File: src/rtl/log_mul_pkg.sv
`default_nettype none
// ============================================================================
// Module  : log_mul_pkg
// Purpose : Shared constants and helpers for the Mitchell log multiplier.
//           Provides the default operand width and a ceil(log2) function used
//           to size the leading-one index.
// Ports   : none (package)
// Revision: 1.0 - initial release
// ============================================================================
package log_mul_pkg;

  localparam int DEFAULT_WIDTH = 16;

  // ceil(log2(value)); returns 0 for value <= 1.
  function automatic int clog2(input int value);
    int r;
    int v;
    r = 0;
    v = value - 1;
    while (v > 0) begin
      r = r + 1;
      v = v >>> 1;
    end
    return r;
  endfunction

endpackage
`default_nettype wire

File: src/rtl/log_mul_lod.sv
`default_nettype none
// ============================================================================
// Module  : log_mul_lod
// Purpose : Leading-one detector and position encoder. For a nonzero operand x
//           it returns k = index of the most significant set bit and the
//           fraction f = x with that bit cleared. A zero operand gives k = 0,
//           f = 0 and zero_o = 1.
// Ports   : x_i    [WIDTH-1:0]  operand
//           k_o    [EW-1:0]     leading-one index
//           f_o    [WIDTH-1:0]  fraction bits below the leading one
//           zero_o              operand is zero
// Revision: 1.0 - initial release
// ============================================================================
module log_mul_lod
  import log_mul_pkg::*;
#(
  parameter int WIDTH = DEFAULT_WIDTH,
  parameter int EW    = clog2(WIDTH)
) (
  input  logic [WIDTH-1:0] x_i,
  output logic [EW-1:0]    k_o,
  output logic [WIDTH-1:0] f_o,
  output logic             zero_o
);

  // Ascending scan: the last set bit seen is the most significant one.
  always_comb begin
    k_o = '0;
    for (int i = 0; i < WIDTH; i++) begin
      if (x_i[i]) begin
        k_o = EW'(i);
      end
    end
  end

  assign zero_o = (x_i == '0);
  assign f_o    = zero_o ? '0 : (x_i ^ (WIDTH'(1) << k_o));

endmodule
`default_nettype wire

File: src/rtl/log_multiplier_pipe.sv
`default_nettype none
// ============================================================================
// Module  : log_multiplier_pipe
// Purpose : 3-stage pipelined Mitchell approximate multiplier with a
//           valid/ready handshake on both sides.
//             p0 = 2^(k1+k2) + (f1 << k2) + (f2 << k1), forced to 0 if either
//             operand is zero.
//           S1: leading-one detect / fraction extract / zero detect
//           S2: exponent sum and both fraction shifts
//           S3: power-of-two decode plus final add into the output register
//           All stages advance together when adv = !out_valid || out_ready.
// Config  : LOGMUL_ZERO_FLAGS_EN - adds zero_flag1/zero_flag2 outputs,
//           pipelined alongside p0.
// Ports   : clk, rst (async, active high)
//           in_valid / in_ready, n1, n2 [WIDTH-1:0]   operand side
//           out_valid / out_ready, p0 [2*WIDTH-1:0]   result side
//           zero_flag1, zero_flag2                    (LOGMUL_ZERO_FLAGS_EN)
// Revision: 1.0 - initial release
// ============================================================================
module log_multiplier_pipe
  import log_mul_pkg::*;
#(
  parameter int WIDTH = DEFAULT_WIDTH,
  parameter int EW    = clog2(WIDTH)
) (
  input  logic               clk,
  input  logic               rst,
  input  logic               in_valid,
  output logic               in_ready,
  input  logic [WIDTH-1:0]   n1,
  input  logic [WIDTH-1:0]   n2,
  output logic               out_valid,
  input  logic               out_ready,
  output logic [2*WIDTH-1:0] p0
`ifdef LOGMUL_ZERO_FLAGS_EN
  ,
  output logic               zero_flag1,
  output logic               zero_flag2
`endif
);

  localparam int PW = 2 * WIDTH;

  logic adv;

  // Stage 1
  logic [EW-1:0]    k1_d, k2_d;
  logic [WIDTH-1:0] f1_d, f2_d;
  logic             z1_d, z2_d;
  logic             v1_q;
  logic [EW-1:0]    k1_q, k2_q;
  logic [WIDTH-1:0] f1_q, f2_q;
  logic             z1_q, z2_q;

  // Stage 2
  logic [EW:0]      ksum_d;
  logic [PW-1:0]    sh1_d, sh2_d;
  logic             v2_q;
  logic [EW:0]      ksum_q;
  logic [PW-1:0]    sh1_q, sh2_q;
  logic             z1_s2_q, z2_s2_q;

  // Stage 3
  logic [PW-1:0]    pow_d;
  logic [PW-1:0]    p0_d;
  logic             out_valid_q;
  logic [PW-1:0]    p0_q;

  // Stall only when a result is waiting and downstream refuses it.
  assign adv      = !out_valid_q || out_ready;
  assign in_ready = adv;

  log_mul_lod #(.WIDTH(WIDTH), .EW(EW)) u_lod1 (
    .x_i    (n1),
    .k_o    (k1_d),
    .f_o    (f1_d),
    .zero_o (z1_d)
  );

  log_mul_lod #(.WIDTH(WIDTH), .EW(EW)) u_lod2 (
    .x_i    (n2),
    .k_o    (k2_d),
    .f_o    (f2_d),
    .zero_o (z2_d)
  );

  // f < 2^k, so each shifted fraction is below 2^(k1+k2) <= 2^(2*WIDTH-2);
  // the final sum stays below 3*2^(2*WIDTH-2) and fits in PW bits.
  assign ksum_d = {1'b0, k1_q} + {1'b0, k2_q};
  assign sh1_d  = {{WIDTH{1'b0}}, f1_q} << k2_q;
  assign sh2_d  = {{WIDTH{1'b0}}, f2_q} << k1_q;

  assign pow_d  = PW'(1) << ksum_q;
  assign p0_d   = (z1_s2_q || z2_s2_q) ? '0 : (pow_d + sh1_q + sh2_q);

  always_ff @(posedge clk or posedge rst) begin
    if (rst) begin
      v1_q        <= 1'b0;
      k1_q        <= '0;
      k2_q        <= '0;
      f1_q        <= '0;
      f2_q        <= '0;
      z1_q        <= 1'b0;
      z2_q        <= 1'b0;
      v2_q        <= 1'b0;
      ksum_q      <= '0;
      sh1_q       <= '0;
      sh2_q       <= '0;
      z1_s2_q     <= 1'b0;
      z2_s2_q     <= 1'b0;
      out_valid_q <= 1'b0;
      p0_q        <= '0;
    end else if (adv) begin
      v1_q        <= in_valid;
      k1_q        <= k1_d;
      k2_q        <= k2_d;
      f1_q        <= f1_d;
      f2_q        <= f2_d;
      z1_q        <= z1_d;
      z2_q        <= z2_d;
      v2_q        <= v1_q;
      ksum_q      <= ksum_d;
      sh1_q       <= sh1_d;
      sh2_q       <= sh2_d;
      z1_s2_q     <= z1_q;
      z2_s2_q     <= z2_q;
      out_valid_q <= v2_q;
      p0_q        <= p0_d;
    end
  end

  assign out_valid = out_valid_q;
  assign p0        = p0_q;

`ifdef LOGMUL_ZERO_FLAGS_EN
  logic zf1_q, zf2_q;

  always_ff @(posedge clk or posedge rst) begin
    if (rst) begin
      zf1_q <= 1'b0;
      zf2_q <= 1'b0;
    end else if (adv) begin
      zf1_q <= z1_s2_q;
      zf2_q <= z2_s2_q;
    end
  end

  assign zero_flag1 = zf1_q;
  assign zero_flag2 = zf2_q;
`endif

endmodule
`default_nettype wire

File: config.mk
export PLATFORM = sky130hd
export DESIGN_NAME = log_multiplier_pipe
export DESIGN_NICKNAME = d
export VERILOG_FILES = /design/src/rtl/log_mul_pkg.sv /design/src/rtl/log_mul_lod.sv /design/src/rtl/log_multiplier_pipe.sv
export SDC_FILE = /design/constraint.sdc
export NUM_CORES = 1
export LEC_CHECK = 0
export BUFFER_PORTS_ARGS = -buffer_cell sky130_fd_sc_hd__buf_2
export CAP_MARGIN = 20
export CELL_PAD_IN_SITES_DETAIL_PLACEMENT = 1
export CELL_PAD_IN_SITES_GLOBAL_PLACEMENT = 1
export CORE_ASPECT_RATIO = 0.5
export CORE_MARGIN = 5
export CORE_UTILIZATION = 33
export CTS_CLUSTER_DIAMETER = 60
export DETAILED_ROUTE_END_ITERATION = 6
export PLACE_DENSITY = 0.73
export SLEW_MARGIN = 0
export SYNTH_ARGS = -nofsm -noshare
export SYNTH_HDL_FRONTEND = slang
export SYNTH_SLANG_ARGS = --single-unit
File: constraint.sdc
create_clock -name clk -period 3.6 [get_ports clk]
set_input_delay 0 -clock clk [delete_from_list [all_inputs] [get_ports clk]]
set_output_delay 0 -clock clk [all_outputs]
set_load 0.02 [all_outputs]
== After elaboration in Yosys (flattened, before gate mapping) ==
Index checks and enable logic that the tools add are counted.

* Add/subtract/negate cells: 3
* Shift-type cells: 5
* Multiplexer cells: 33
* Bitwise gates (word level): 2
* Reductions and logical operators: 5

{| class="wikitable"
|+ Operators by type and width
! kind !! count
|-
| adder 32 bit || 2
|-
| 2-to-1 mux 4 bit || 16
|-
| << shifter 16 x 4 -> 32 bit || 2
|-
| logical NOT 16 bit || 2
|-
| 2-to-1 mux 16 bit || 2
|-
| 2-to-1 mux 32 bit || 1
|-
| << shifter 1 x 4 -> 16 bit, first input constant || 2
|-
| << shifter 1 x 5 -> 32 bit, first input constant || 1
|-
| XOR 16 bit || 2
|-
| 2-to-1 mux 3 bit || 8
|-
| 2-to-1 mux 2 bit || 4
|-
| adder 4 x 4 -> 5 bit || 1
|-
| logical OR 1 bit || 2
|-
| 2-to-1 mux 1 bit || 2
|-
| logical NOT 1 bit || 1
|}

* Flip-flop bits (word level): 148
* Input bits: 36
* Output and inout port bits: 34
* Word-level logic and storage cells: 63

== Longest topological paths before layout ==
* Depth in word-level cells: 18
* Mapped depth: 14
* Mapped depth without buffers: 12

== By module ==
Synthesis repeated with hierarchy kept, for this count alone.

* Cell total of the unflattened synthesis: 1159
* Area, all modules: 10078.4 µm²

{| class="wikitable"
|+ Modules (own cells, without submodules)
! module !! times used !! cells an instance !! area an instance (µm²) !! sequential area each (µm²)
|-
| log_multiplier_pipe || 1 || 1049 || 9380.2 || 3653.5
|-
| log_mul_lod || 2 || 55 || 349.1 || 0.0
|}

== Least setup slack after synthesis ==
No wires, ideal clock.

* Path type: register -> register
* Start: register ksum_q[0]
* End: register p0_q[29] (netlist: p0[29])
* Library setup time: 0.138 ns
* Arrival: 3.560 ns
* Data required time: 3.462 ns
* Setup slack: -0.097 ns
* Stages on the path, launching flop included: 14
* Buffers on the path: 1
* Period minus slack after synthesis: 3.697 ns
* Cell sequence: dfrtp_1 clkbuf_1 or3b_2 nor2_1 fa_1 ha_1 fa_1 a211oi_1 o211ai_1 a31o_2 o22ai_1 a21oi_1 o2111ai_1 o311ai_1

* Cells in the longest elaborated chain, start to end: 4

{| class="wikitable"
|+ Ends and longest elaborated chain
! element !! RTL line !! RTL
|-
| start, declared || log_multiplier_pipe.sv:59 || <nowiki>logic [EW:0] ksum_q;</nowiki>
|-
| start signal, assigned || log_multiplier_pipe.sv:122 || <nowiki>ksum_q <= ksum_d;</nowiki>
|-
| << shifter 1 x 5 -> 32 bit || log_multiplier_pipe.sv:93 || <nowiki>assign pow_d = PW'(1) << ksum_q;</nowiki>
|-
| adder 32 bit (2 in a row) || log_multiplier_pipe.sv:94 || <nowiki>assign p0_d = (z1_s2_q || z2_s2_q) ? '0 : (pow_d + sh1_q + sh2_q);</nowiki>
|-
| 2-to-1 mux 32 bit || log_multiplier_pipe.sv:94 ||
|-
| end signal, assigned || log_multiplier_pipe.sv:128 || <nowiki>p0_q <= p0_d;</nowiki>
|-
| end, declared || log_multiplier_pipe.sv:67 || <nowiki>logic [PW-1:0] p0_q;</nowiki>
|}

No other way between the ends.
A chain may end at the register's enable or synchronous reset.

== Worst setup path after layout ==
* Start: register ksum_q[4]
* End: register p0_q[28] (netlist: p0[28])

Same word-level chain as after synthesis.

==> summary.txt <==
Finish
  – Layout cells sized above 1: 0.1739
  – # fillers: between 3k and 4k
  – P&R area growth vs syn: 20.95%
  – Fin area: around 12000 µm²
  – Layout net count: between 1k and 1.5k

Routing
  – Final ANT Viol Nets: 0
  – Via-to-Cell Ratio: around 5.5
  – Wire length per cell: ~20 µm
  – DRT Pass-1 Iters: 5
  – Total Wirelength: around 32000 µm
  – DRC violations left: 0
  – Iteration-0 DRC Markers: around 620
  – Vias: around 8.7k

Worst setup path
  – Worst EP required: approximately 4000 ps
  – Reg2reg path depth: 12
  – Largest fanout on the critical path: 3
  – Crit path DAT: between 3000 and 4000 ps
  – Reg2reg setup slack: around 56 ps
  – Crit end category: register
  – Reg-to-Reg End: p0[28]
  – RR Startpoint: ksum_q[4]
  – Largest stage delay on the critical path: 450 ps
  – Critical path class: register to register
  – CP Launch Type: register
  – Critical path cell sequence: or3b_4 -> buf_4 -> nor2_1 -> fa_1 -> ha_1 -> a21o_1 -> a31oi_1 -> o21ai_1 -> a41oi_2 -> o41a_1 -> o41ai_2 -> a221o_1
  – Crit path from: ksum_q[4]
  – Slowest-stage cell, CP: fa_1

Power
  – Reg power frac: 0.260
  – Pwr Density: approximately 850 nW/µm²
  – Part of the power in combinational logic: 0.555
  – Internal: roughly 5500 µW
  – Clock network power share: 0.185
  – VDD IR-drop max: around 0.00039 V
  – P_leak: about 0.0054 µW
  – Psw: approximately 4700 µW
  – Sw frac: 0.4596

Worst hold path
  – Hold Crit Start: n1[15]
  – Hold EP: f1_q[3]
  – Hold Path Cell Cnt: 3
  – Hold Path Class: input pin to register

STA
  – Fin Clk Skew: 12.12 ps
  – Final hold viol count: 0
  – Final min period: 3544 ps
  – Fin Hold WS: about 26 ps
  – Ratio of final minimum period to clock period: 0.9843
  – Worst Max-Slew Pin Slew: about 1100 ps
  – Final setup fails: 0
  – Unrepaired setup endpoints after global routing: yes
  – Worst slew margin: 0.2844
  – FMAX: between 200 and 300 MHz
  – Slew Limit Fails: 0

Global route
  – First-pass GRT wire length: roughly 53000 µm
  – Grt total ovfl: 0
  – Number of global-route vias before repair: approximately 9.2k
  – Initial antenna violation count: 1
  – Largest net degree at the start of global routing: between 100 and 150
  – Aggregate global-route resource usage: 0.1930

Clock network
  – Clk slew on worst S/H paths: ~70 ps
  – CTS root buffer: clkbuf_16
  – CTS sink cnt: between 100 and 150
  – Clock tree buffer depth: 2
  – CTS tree: done
  – Clk_lat worst skew: roughly 450 ps
  – CTS Buf Count: 17
  – H-tree Lvls: 4

Floorplan
  – # rows: 44
  – I/O pin total: 70
  – Die Wd: between 200 and 300 µm
  – Initial Util: 0.3373
  – Core Box Area: between 20000 and 30000 µm²
  – Die area: ~34000 µm²
  – Die height: 132.1 µm

Synthesis
  – Seq/Total Area, Yosys: 0.3713
  – Yosys top cell area share: 0.3713
  – Ys flop type: dfrtp_1
  – Most common cell in the netlist: nand2_1
  – Top cells by count, synth: nand2_1, dfrtp_1, nor2_1
  – Unique masters post-synth: 70
  – FF+latch count, synth: between 100 and 150
  – Post-Syn Instances: roughly 1.1k
  – Mapped cell area: just under 10000 µm²
  – EDFF count, synth: 0
  – Syn avg cell area: between 9 and 10 µm²
  – Synth area leaders: dfrtp_1, fa_1, nand2_1
  – Syn nets: 1196
  – Syn. warnings: 0
  – Largest area contributor in the netlist: dfrtp_1
  – Ys async rst share: 1.000

Placement
  – GP Congestion: 0.8983
  – Final HPWL DP: about 23000 µm
  – Area post-placement: ~11000 µm²
  – Port Buffers: a little under 70

Run status
  – Outcome: complete, no violations

Flow run
  – Max cap viols: 0
[flip-flops by register name, indices dropped and copies added (netlist names)]
register / flops
k2_q: 4
z2_s2_q: 1
ksum_q: 5
z1_s2_q: 1
v1_q: 1
sh2_q: 31
v2_q: 1
z2_q: 1
f1_q: 16
out_valid: 1
p0: 32
k1_q: 4
sh1_q: 31
z1_q: 1
f2_q: 16
[critical path, delay by kind of cell (launching register included)]
family / cells / cell delay (ps)
AND/OR/NAND/NOR: 2 / 560
flip-flops: 1 / 410
adder cells (fa/ha/maj): 2 / 800
buffers and inverters: 1 / 160
AO/OA/AOI/OAI: 7 / 1550
[kinds of logic (layout without fill, tap and decap cells)]
group           count (synthesis)  after routing  synth area share
simple gates                  389            389            0.1739
compound gates                319            319            0.2131
other cells                     0              1                 0
xor+xnor                       26             26           0.02314
mux                            50             50           0.06739
flops                         146            146            0.3713
fa+ha+maj                      67             67            0.1104
buf+inv                        96            205           0.04081
[layout make-up]
cell class              count  area (µm²)  share of cell area
diodes                      1       2.502           0.0002102
multi-input cells         851        5979              0.5024
flip-flops and latches    146        3654              0.3069
repair buffers            149        1077             0.09051
clock inverters            14       177.7             0.01493
well taps                 391       489.2             0.04110
inverters                  24       93.84            0.007884
clock buffers              18       429.2             0.03606
[metal layers]
| metal | track usage | part of all wire |
|---|---|---|
| met2 | 0.3147 | 0.47 |
| met5 | 0 | 0 |
| met4 | 0.05095 | 0.020 |
| met3 | 0.03075 | 0.026 |
| met1 | 0.2691 | 0.49 |
[power by group through the flow]
stage	combinational (µW)	sequential, µW	clock [µW]
after global placement	5200	2640	0
final	5650	2650	1880
after detailed placement	5370	2680	0
after CTS	5510	2650	1900
after global routing	6260	2720	1970
after floorplan	3810	2620	0
[repair_timing]
| item | in CTS | in global routing |
|---|---|---|
| setup endpoints to repair | 12 | 15 |
| hold buffers | 41 | 0 |
| setup buffers | 1 | 2 |
| pin swaps | 4 | 19 |
| endpoints found under the hold margin | 181 | 0 |
| resized for setup | 9 | 33 |
[cell usage in the layout (no fill, tap or decap), types with 6 or more instances in the layout]
cell type,count
nor3_1,11
clkbuf_16,17
buf_4,36
nand2_1,156
a211oi_1,12
mux4_2,12
dfrtp_1,146
buf_2,69
a31oi_1,6
nand3_1,24
a21oi_1,71
nor4_1,6
nor2_1,117
mux2i_1,28
nor2b_1,14
dlygate4sd3_1,41
nand2b_1,14
o31ai_1,16
and2_1,6
o21a_1,9
o211ai_1,16
a22o_1,25
ha_1,26
xnor2_1,11
nand4_1,9
o21ai_0,85
o21bai_1,6
a21o_1,14
mux2_2,10
inv_1,20
fa_1,31
xor2_1,15
[per-stage QoR]
step           utilization  setup slack, ps  setup TNS (ps)  total power (µW)  std cells
3_3_place_gp        0.3661           -33.11          -47.94              7844       1517
3_5_place_dp        0.3661           -214.4           -1233              8049       1517
5_1_grt             0.4079           -83.33          -356.8             10950       1594
4_1_cts             0.4024           -15.40          -19.65             10060       1591
6_report            0.4079            56.38               0             10180       1594
2_1_floorplan            -            15.23               0              6429       1093
[how the worst max path moves through the flow]
stage	to	slack (ps)	cells after the start
6_report	p0[28]	60	12
2_1_floorplan	p0[29]	20	13
3_3_place_gp	p0[29]	-30	12
4_1_cts	p0[28]	-20	11
3_5_place_dp	p0[29]	-210	12
5_1_grt	p0[28]	-80	12
(Power assumes the default switching activity.)
